<file path="src/rtl/text_layer.sv">
// Character-cell text overlay: host-written char buffer -> font_addr / bit index / draw_text, 2-cycle read with +2 px lookahead.
// No stalls on the read path; host writes are dropped (wr_ack=0) while a clear sweep runs, so the host polls busy.
module text_layer #(
    parameter int TEXT_X0 = 16,
    parameter int TEXT_Y0 = 16,
    parameter int COLS    = 40,
    parameter int ROWS    = 2,
    parameter int ADDR_W  = 11
) (
    input  logic              Clk,
    input  logic              Reset,
    input  logic [9:0]        DrawX,
    input  logic [9:0]        DrawY,
    input  logic              wr_en,
    input  logic [ADDR_W-1:0] wr_addr,
    input  logic [7:0]        wr_data,
    input  logic              clear,
    output logic              busy,
    output logic              wr_ack,
    output logic [10:0]       font_addr,
    output logic [3:0]        text_offset,
    output logic              draw_text
);

    localparam int DEPTH = COLS * ROWS;
    localparam int IDX_W = $clog2(DEPTH);

    typedef enum logic {IDLE, CLEAR} state_t;

    state_t           state;
    logic [IDX_W-1:0] ptr;
    logic [7:0]       mem [0:DEPTH-1];
    logic [7:0]       q;

    logic [10:0]      lx;
    logic [9:0]       ly;
    logic             in_region;
    logic [IDX_W-1:0] rd_idx;

    logic             host_ok;
    logic             we;
    logic [IDX_W-1:0] wa;
    logic [7:0]       wd;

    logic [3:0]       row_d;
    logic [2:0]       col_d;
    logic             in_region_d;

    // Only the low 7 bits of a character select a glyph.
    logic             unused_ok;
    assign unused_ok = q[7];

    always_comb begin
        lx        = {1'b0, DrawX} + 11'd2 - 11'(TEXT_X0);
        ly        = DrawY - 10'(TEXT_Y0);
        in_region = ({1'b0, DrawX} + 11'd2 >= 11'(TEXT_X0)) && (lx < 11'(COLS * 8)) &&
                    (DrawY >= 10'(TEXT_Y0)) && (ly < 10'(ROWS * 16));
        rd_idx    = IDX_W'(32'(ly >> 4) * COLS + 32'(lx >> 3));
    end

    always_comb begin
        host_ok = (state == IDLE) && wr_en && (wr_addr < ADDR_W'(DEPTH));
        we      = !Reset && ((state == CLEAR) || host_ok);
        wa      = (state == CLEAR) ? ptr : wr_addr[IDX_W-1:0];
        wd      = (state == CLEAR) ? 8'h20 : wr_data;
    end

    // Read-before-write: a same-edge read of the written cell returns old data.
    always_ff @(posedge Clk) begin
        if (we)
            mem[wa] <= wd;
        q <= mem[rd_idx];
    end

    always_ff @(posedge Clk) begin
        if (Reset) begin
            state  <= CLEAR;
            ptr    <= '0;
            busy   <= 1'b1;
            wr_ack <= 1'b0;
        end else begin
            wr_ack <= host_ok;
            if (clear) begin
                state <= CLEAR;
                ptr   <= '0;
                busy  <= 1'b1;
            end else if (state == CLEAR) begin
                if (ptr == IDX_W'(DEPTH - 1)) begin
                    state <= IDLE;
                    busy  <= 1'b0;
                end else begin
                    ptr <= ptr + 1'b1;
                end
            end
        end
    end

    always_ff @(posedge Clk) begin
        if (Reset) begin
            row_d       <= '0;
            col_d       <= '0;
            in_region_d <= 1'b0;
            font_addr   <= '0;
            text_offset <= '0;
            draw_text   <= 1'b0;
        end else begin
            row_d       <= ly[3:0];
            col_d       <= lx[2:0];
            in_region_d <= in_region;
            font_addr   <= {q[6:0], row_d};
            text_offset <= {1'b0, 3'd7 - col_d};
            draw_text   <= in_region_d;
        end
    end

endmodule

</file>
<file path="config.mk">
export PLATFORM = sky130hd
export DESIGN_NAME = text_layer
export DESIGN_NICKNAME = d
export VERILOG_FILES = /design/src/rtl/text_layer.sv
export SDC_FILE = /design/constraint.sdc
export NUM_CORES = 1
export LEC_CHECK = 0
export CAP_MARGIN = 20
export CORE_ASPECT_RATIO = 1.2
export CORE_MARGIN = 3
export CORE_UTILIZATION = 55
export CTS_BUF_LIST = sky130_fd_sc_hd__clkbuf_2 sky130_fd_sc_hd__clkbuf_4 sky130_fd_sc_hd__clkbuf_8
export CTS_CLUSTER_DIAMETER = 150
export DETAILED_ROUTE_END_ITERATION = 8
export PLACE_DENSITY_LB_ADDON = 0.05
export SYNTH_ARGS = -nofsm -noshare
export SYNTH_HDL_FRONTEND = slang
export SYNTH_SLANG_ARGS = --single-unit
</file>
<file path="constraint.sdc">
create_clock -name Clk -period 4.71 [get_ports Clk]
set_clock_uncertainty 0.1 [all_clocks]
set_input_delay 1.413 -clock Clk [delete_from_list [all_inputs] [get_ports Clk]]
set_output_delay 1.413 -clock Clk [all_outputs]
set_load 0.02 [all_outputs]
</file>
Word level (Yosys, flattened, before mapping)
Memories as Yosys holds them, arrays and structs flattened. A register that Yosys moved wholly into a read port is not among the register bits.
Index checks and enable logic that the tools add are counted.
W data, S select, Z words.
{"block": "word_totals", "ff_bits": 34, "ramBits": 640, "output_inout_bits": 18, "memories": 1}
{"block": "op_classes", "n_addsub": 6, "n_mul": 1, "magnitude_cmp": 5, "eq_ne": 1, "mux": 6, "n_bitwise": 2, "reduce_logical": 11}
{"name": "mem", "words": 80, "width": 8, "read_ports": 1, "rd_ports_with_merged_regs": 1, "write_ports": 1, "line_no": "32", "rtl": "logic [7:0] mem [0:DEPTH-1];"}
{"op": "$add A10 B2 Y11 const B", "count": 1}
{"op": "$ge A11 B5 Y1 const B", "count": 1}
{"op": "$lt A11 B7 Y1 const B", "count": 1}
{"op": "$lt A11 B9 Y1 const B", "count": 1}
{"op": "$sub A11 B5 Y11 const B", "count": 1}
{"op": "$ge A10 B5 Y1 const B", "count": 1}
{"op": "$lt A10 B6 Y1 const B", "count": 1}
{"op": "$sub A10 B5 Y10 const B", "count": 1}
{"op": "$mux W8", "count": 1}
{"op": "$add A7 B1 Y7 const B", "count": 1}
{"op": "$add A7 B7 Y7", "count": 1}
{"op": "$eq A7 B7 Y1 const B", "count": 1}
{"op": "$mux W7", "count": 1}
{"op": "$logic_and A1 B1 Y1", "count": 6}
{"op": "$mul A6 B3 Y4 const B", "count": 1}
{"op": "$mux W1", "count": 4}
{"op": "$reduce_and A2 Y1", "count": 2}
{"op": "$sub A3 B3 Y3 const A", "count": 1}
{"op": "$not A1 Y1", "count": 2}
{"op": "$reduce_or A2 Y1", "count": 1}
{"op": "$logic_not A1 Y1", "count": 1}
{"op": "$logic_or A1 B1 Y1", "count": 1}

Logic depth before layout (Yosys ltp)
{"block": "depth", "depth_word": 7, "mapped_depth": 19, "ltp_nobuf": 14}

Worst setup path before layout
Ideal clock, no wire load.
{"block": "synth_path", "kind": "in2reg", "start": "in DrawX[2]", "end": "reg q[2] (read register of mem)", "setup_ns": 0.130, "arrival_ns": 4.681, "t_required_ns": 4.480, "slack_ns": -0.202, "path_stages": 15, "n_path_buf": 8, "path_cell_list": "and3_1 -> buf_4 -> xnor2_4 -> buf_6 -> buf_4 -> buf_2 -> buf_2 -> ha_1 -> clkbuf_1 -> buf_1 -> clkbuf_1 -> mux4_2 -> mux4_2 -> nand2_1 -> o31ai_1"}
{"block": "synth_between", "elab_chain_len": 3}
{"item": "start: declaration", "line_no": "12", "rtl": "input logic [9:0] DrawX,"}
{"item": "$add A10 B2 Y11", "line_no": "54", "rtl": "lx = {1'b0, DrawX} + 11'd2 - 11'(TEXT_X0);"}
{"item": "$sub A11 B5 Y11", "line_no": "54"}
{"item": "$add A7 B7 Y7", "line_no": "58", "rtl": "rd_idx = IDX_W'(32'(ly >> 4) * COLS + 32'(lx >> 3));"}
{"item": "end: declaration", "line_no": "33", "rtl": "logic [7:0] q;"}
Every way passes these cells.
A chain may end at the register's enable or synchronous reset.

Worst setup path in the final report
{"block": "layout_path", "start": "in DrawX[1]", "end": "reg q[0] (read register of mem)"}
The elaborated chain is that of the path after synthesis.

==> results by group <==
Drt
  – DRC: 0
  – Routed len/inst: 24.9 um
  – Antenna-violating nets left: 0
  – Post-Route WL: 63.4 mm
  – Vias: 15,300
  – 1st-iter DRT viols: 1,418
  – Drt pass-1 iters: 5
  – Via density: 6.03

Floorplanning
  – Initial Util: 0.559
  – Row Count: 84
  – Height of the die: 238 um
  – Die ar.: 0.0473 mm^2
  – Core Footprint: 0.0440 mm^2
  – I/O Pins: 61
  – Die Wd: 199 um

Global route
  – First-pass GRT wire length: 95.1 mm
  – Initial antenna violation count: 0
  – Grt ovf: 0
  – Vias in the first global route: 15,400
  – Largest net degree at the start of global routing: 81
  – GRT Util Overall: 0.272

Clocking
  – CTS tree: done
  – Resize count post-CTS: 0
  – Clock latency at the later pin of the worst-skew pair: 690 ps
  – CTS H-tree depth: 3
  – CTS Buffer Depth: 3
  – Clock Sinks: 600
  – Number of CTS-inserted buffers: 91
  – Post-CTS Hold Buffers: 0
  – Root Buffer Master: clkbuf_8
  – # Post-CTS Setup Buffers: 0
  – Clock transition at the registers of the reported paths: 60 ps

Yosys
  – Post-Syn Nets: 1,698
  – Top post-synthesis cells by area: edfxtp_1 (68%), mux4_2 (5.8%), nand2_1 (3.7%), dfxtp_1 (3.3%), mux2i_1 (2.2%)
  – Mapped cell area: 0.0246 mm^2
  – Synth warn: 0
  – Seq/Total Area, Yosys: 0.716
  – Number of synthesized flops with an enable pin: 560
  – Synthesized area per cell: 15.0 um^2
  – Synth Register Bits: 600
  – Syn Inst Count: 1,645
  – Post-synthesis cell type count: 62
  – Async set or reset register ratio after synthesis: 0
  – Synth area leader: edfxtp_1
  – Synth top area share: 0.683
  – Top FF cell, synth: edfxtp_1

Layout
  – Share of cells above drive strength 1: 0.235
  – Fin nets: 1,972
  – Area Growth Syn to Fin: 18.5%
  – Antenna diode count: 0

Status
  – Status: complete, no violations

Worst setup path
  – Launch point of the worst reg-to-reg path: state
  – CP Capture Point: q[0]
  – CP startpoint: DrawX[1]
  – Reg2Reg Depth: 5
  – CP cell instances: clkdlybuf4s50_1 -> ha_1 -> nand3_1 -> xor2_1 -> ha_4 -> buf_4 -> and2_1 -> nand3_1 -> buf_4 -> o22ai_1 -> o41ai_1 -> a211oi_1 -> o31ai_1
  – Delay-heaviest family, CP: compound AO/OA/AOI/OAI gates
  – Slowest-stage cell, CP: o41ai_1
  – Crit-path max FO: 9
  – Worst Path Class, Setup: input pin to flip-flop
  – Worst path arrival time: 4880 ps
  – Critical Path Sink Type: flip-flop
  – CP bufs+invs: 3
  – CP max stage delay: 700 ps
  – Startpoint types: input pin
  – WP data required: 5160 ps
  – Critical R2R Capture: mem[28][3]
  – WP depth: 13
  – R2R Setup Slk: 1620 ps

Min path
  – Hold Startpoint: col_d[2]
  – Min-delay worst type: flip-flop to flip-flop

Power
  – Pwr dens: 403 mW/mm^2
  – Max IR drop VDD: 0.287 mV
  – Lkg Pwr: 10.1 nW
  – Total power: 11.8 mW

Timing
  – Fin crit share: 0.941
  – Final min period: 4430 ps
  – Slew Limit Fails: 0
  – Final WS setup: 278 ps
  – F_max: 226 MHz
  – RSZ-0062 raised after global routing: no
  – Final hold vios: 0
  – Final hold slack: 278 ps
  – Setup violations, final: 0
  – Slew @ Worst Pin: 989 ps
  – Relative max-transition margin: 0.341

Place
  – Detailed Place HPWL: 42.0 mm
  – RD Place Congestion: 0.875
  – Post-place setup slack: -335 ps
  – Number of port buffers: 58

Flow run
  – Max-cap viol count: 0
placed cells by master, fill, tap and decap left out, types with 9 or more instances in the layout:
master           netlist  final
o22ai_1               14     14
xnor2_1               11     11
nand4_1               12     12
clkinv_1               2     15
or3_1                 11     11
inv_1                 11     11
o31ai_1               10     10
a21oi_1               43     43
mux2_2                10     10
clkinv_2               0      9
edfxtp_1             560    560
clkdlybuf4s50_1        0     57
a32oi_1               13     13
nor4_1                16     16
o21ai_1                9      9
o211ai_1               9      9
dfxtp_1               40     40
clkbuf_4               0     30
buf_4                 13    208
a211oi_1              18     18
a31oi_1               18     18
nand2_1              243    243
o21ai_0               27     27
nor3_1                26     26
a311oi_1              16     16
buf_12                 0     18
nor2_1               116    115
mux4_2                63     63
o311ai_0               9      9
nor2b_1               31     24
nand3_1               49     49
mux2i_1               55     55
clkbuf_8               0    103
kinds of logic after synthesis:
kind of cell    after synthesis  synth area share
xor+xnor                     17           0.00681
flops                       600             0.716
buf+inv                     117            0.0234
simple gates                549             0.101
fa+ha+maj                    10           0.00539
compound gates              219            0.0610
other cells                   1          0.000152
mux                         132            0.0864
worst register-to-register path: cells and delay by family, from the launching register on:
family	cells	cell delay, ps
compound gates	1	530
simple gates	2	1060
buf+inv	2	700
flops	1	310
power by group:
part           switching, mW  internal (mW)  leakage, nW
Sequential            0.0217           5.80         5.47
Clock                   1.95           2.29        0.960
Combinational          0.939          0.767         3.63
Total                   2.91           8.86         10.1
final cells by class:
class	instances	area (um^2)
tap	559	699
timing repair buffer	284	2500
sequential	600	17600
multi-input combinational	928	6500
fill	3175	14900
inverter	14	58.8
clock buffer	133	1640
clock inverter	28	164
metrics by stage:
stage | utilization | cells | cell area [um^2] | TNS (ps)
after floorplan | - | 1645 | 24600 | 0
after global placement | 0.621 | 2385 | 27400 | -1550
after detailed placement | 0.621 | 2385 | 27400 | -1860
after CTS | 0.663 | 2546 | 29200 | 0
after global routing | 0.663 | 2546 | 29200 | 0
final | 0.663 | 2546 | 29200 | 0
registers in the layout (all words and copies together), names as in the netlist:
register,count
col_d,3
wr_ack,1
ptr,7
text_offset,3
busy,1
row_d,4
draw_text,1
in_region_d,1
mem,560
font_addr,11
q,7
state,1
how the worst min path moves through the flow:
stage / end / slack [ps] / cells after the start
final: text_offset[2] / 280 / 1
after global routing: text_offset[0] / 290 / 1
after detailed placement: text_offset[1] / 270 / 1
after global placement: text_offset[0] / 260 / 1
after CTS: text_offset[2] / 280 / 1
after floorplan: text_offset[0] / 260 / 1
routing by layer:
metal	vias to the layer above	global-route usage	wire length, um
li1	6908	-	-
met1	7742	0.362	25000
met2	570	0.453	31800
met3	129	0.0447	4400
met4	0	0.108	2220
met5	-	0	0
synth_stat cells, types with 12 or more instances:
| master | count |
|---|---|
| nor2b_1 | 31 |
| a211oi_1 | 18 |
| mux2i_1 | 55 |
| o21ai_0 | 27 |
| a21oi_1 | 43 |
| nand4_1 | 12 |
| a32oi_1 | 13 |
| a31oi_1 | 18 |
| buf_4 | 13 |
| dfxtp_1 | 40 |
| nor2_1 | 116 |
| o22ai_1 | 14 |
| clkbuf_1 | 52 |
| buf_2 | 26 |
| nand2_1 | 243 |
| a311oi_1 | 16 |
| mux4_2 | 63 |
| nor3_1 | 26 |
| edfxtp_1 | 560 |
| nor4_1 | 16 |
| nand3_1 | 49 |
(Power assumes the default switching activity.)
==> RTL edit (same settings) <==
`font_addr` no longer has a reset.
--- a/src/rtl/text_layer.sv
+++ b/src/rtl/text_layer.sv
@@ -100,18 +100,20 @@
             row_d       <= '0;
             col_d       <= '0;
             in_region_d <= 1'b0;
-            font_addr   <= '0;
             text_offset <= '0;
             draw_text   <= 1'b0;
         end else begin
             row_d       <= ly[3:0];
             col_d       <= lx[2:0];
             in_region_d <= in_region;
-            font_addr   <= {q[6:0], row_d};
             text_offset <= {1'b0, 3'd7 - col_d};
             draw_text   <= in_region_d;
         end
     end
 
+    always_ff @(posedge Clk) begin
+        font_addr <= {q[6:0], row_d};
+    end
+
 endmodule
 
Behaviour: differs if Reset is asserted again (counterexample within 4 cycles, from zero or initial values and one cycle with Reset high); with Reset held inactive, the same outputs for 4 cycles.
==> RTL edit against the original RTL <==
First-iteration DRC count decreased by 23%. Final area fell by 2.4%. Sequential cell count is the same. Area after synthesis is 2.2% lower. Routed wire length is 5.6% lower. Die area is 2.2% lower. Power is 0.57% higher. Worst setup slack got worse by 0.031 ns. Register-to-register slack got worse by 0.38 ns. Critical endpoint is now q[4].
==> RTL edit: results (changes against the original RTL) <==
VDD IR-drop max 0.000396 V (was 0.000287 V); clk tree area frac 6.63% (was 6.19%); syn_nets 1626 (was 1698); grt met1 use 34.9% (was 36.2%); Multi-In Gates 872 (was 928); Clock Buffer Count 134 (was 133); status finished clean (unchanged); met1 WL 23.9 mm (was 25.0 mm); Routed met3 length 3.97 mm (was 4.40 mm); non-clock buffer count in the final layout 239 (was 284); placed cell areas 26600 um2 (was 27400 um2); initial antenna violation count 1 (was 0); pre-CTS WS -0.427 ns (was -0.335 ns); Multi-input gate area 6080 um2 (was 6500 um2); Inserted Clock Buffers 93 (was 91); Inserted Diodes 1 (was 0); first-pass GRT wire length 89.6 mm (was 95.1 mm); nets@finish 1873 (was 1972); Crit Path Max Fanout 6 (was 9); met2 WL 29.9 mm (was 31.8 mm); initial drt markers 1086 (was 1418); Arrival @ worst endpoint 4.91 ns (was 4.88 ns); Seq area share 61.9% (was 60.4%); Routed Antenna Nets 0 (unchanged); Area contributors post-synth edfxtp_1 (70%), mux4_2 (5.8%), nand2_1 (4.1%), dfxtp_1 (3.3%), mux2i_1 (2.3%) (was edfxtp_1 (68%), mux4_2 (5.8%), nand2_1 (3.7%), dfxtp_1 (3.3%), mux2i_1 (2.2%)); share of the synthesized area in compound gates (AO/OA/AOI/OAI) 5.10% (was 6.10%); pwr dens 416 nW/um2 (was 403 nW/um2); largest net degree at the start of global routing 114 (was 81); met3 usage 4.14% (was 4.47%); synthesized-area fraction occupied by adder cells 0.551% (was 0.539%); Relative slew margins 35.6% (was 34.1%); Seq/Total Area, Yosys 73.2% (was 71.6%); # fillers 3071 (was 3175); post-synthesis mux area share 8.76% (was 8.64%); Post-Synth XOR/XNOR Area 0.671% (was 0.681%); DR vias/cell 5.92 (was 6.03); layout cells sized above 1 22.8% (was 23.5%); Seq Cell Count 600 (unchanged); Netlist Area Pre-Place 24100 um2 (was 24600 um2); vias in the first global route 14800 (was 15400); GRT Total Usage 26.1% (was 27.2%)
## RTL edit: changes by cell type after synthesis, moves of 9 or more
cell	change
nand2_1	+22
a211oi_1	-16
nor3_1	-10
o21ai_1	-9
clkbuf_1	-14
a311oi_1	-15
nor2_1	-9
nor2b_1	-12
nand3_1	+16
## RTL edit: cell families after synthesis
kind of cell / count (synthesis)
muxes: 131
buffers and inverters: 101
AOI/OAI and AO/OA: 176
and+or+nand+nor: 538
other: 1
xor gates and xnor gates: 16
adders and majority gates: 10
DFF: 600
## RTL edit: path summary, 6_finish.rpt
kind            start           end  slack (ns)  depth (start not counted)
max reg2reg     state     mem[7][1]        1.24                          6
max          DrawX[1]          q[4]        0.25                         18
min reg2reg  row_d[3]  font_addr[3]        0.23                          0
min          row_d[3]  font_addr[3]        0.23                          0
## RTL edit: power by group
part	switching [mW]	internal (mW)
clock network	1.95	2.44
logic	0.870	0.702
registers	0.0539	5.82
total	2.88	8.96
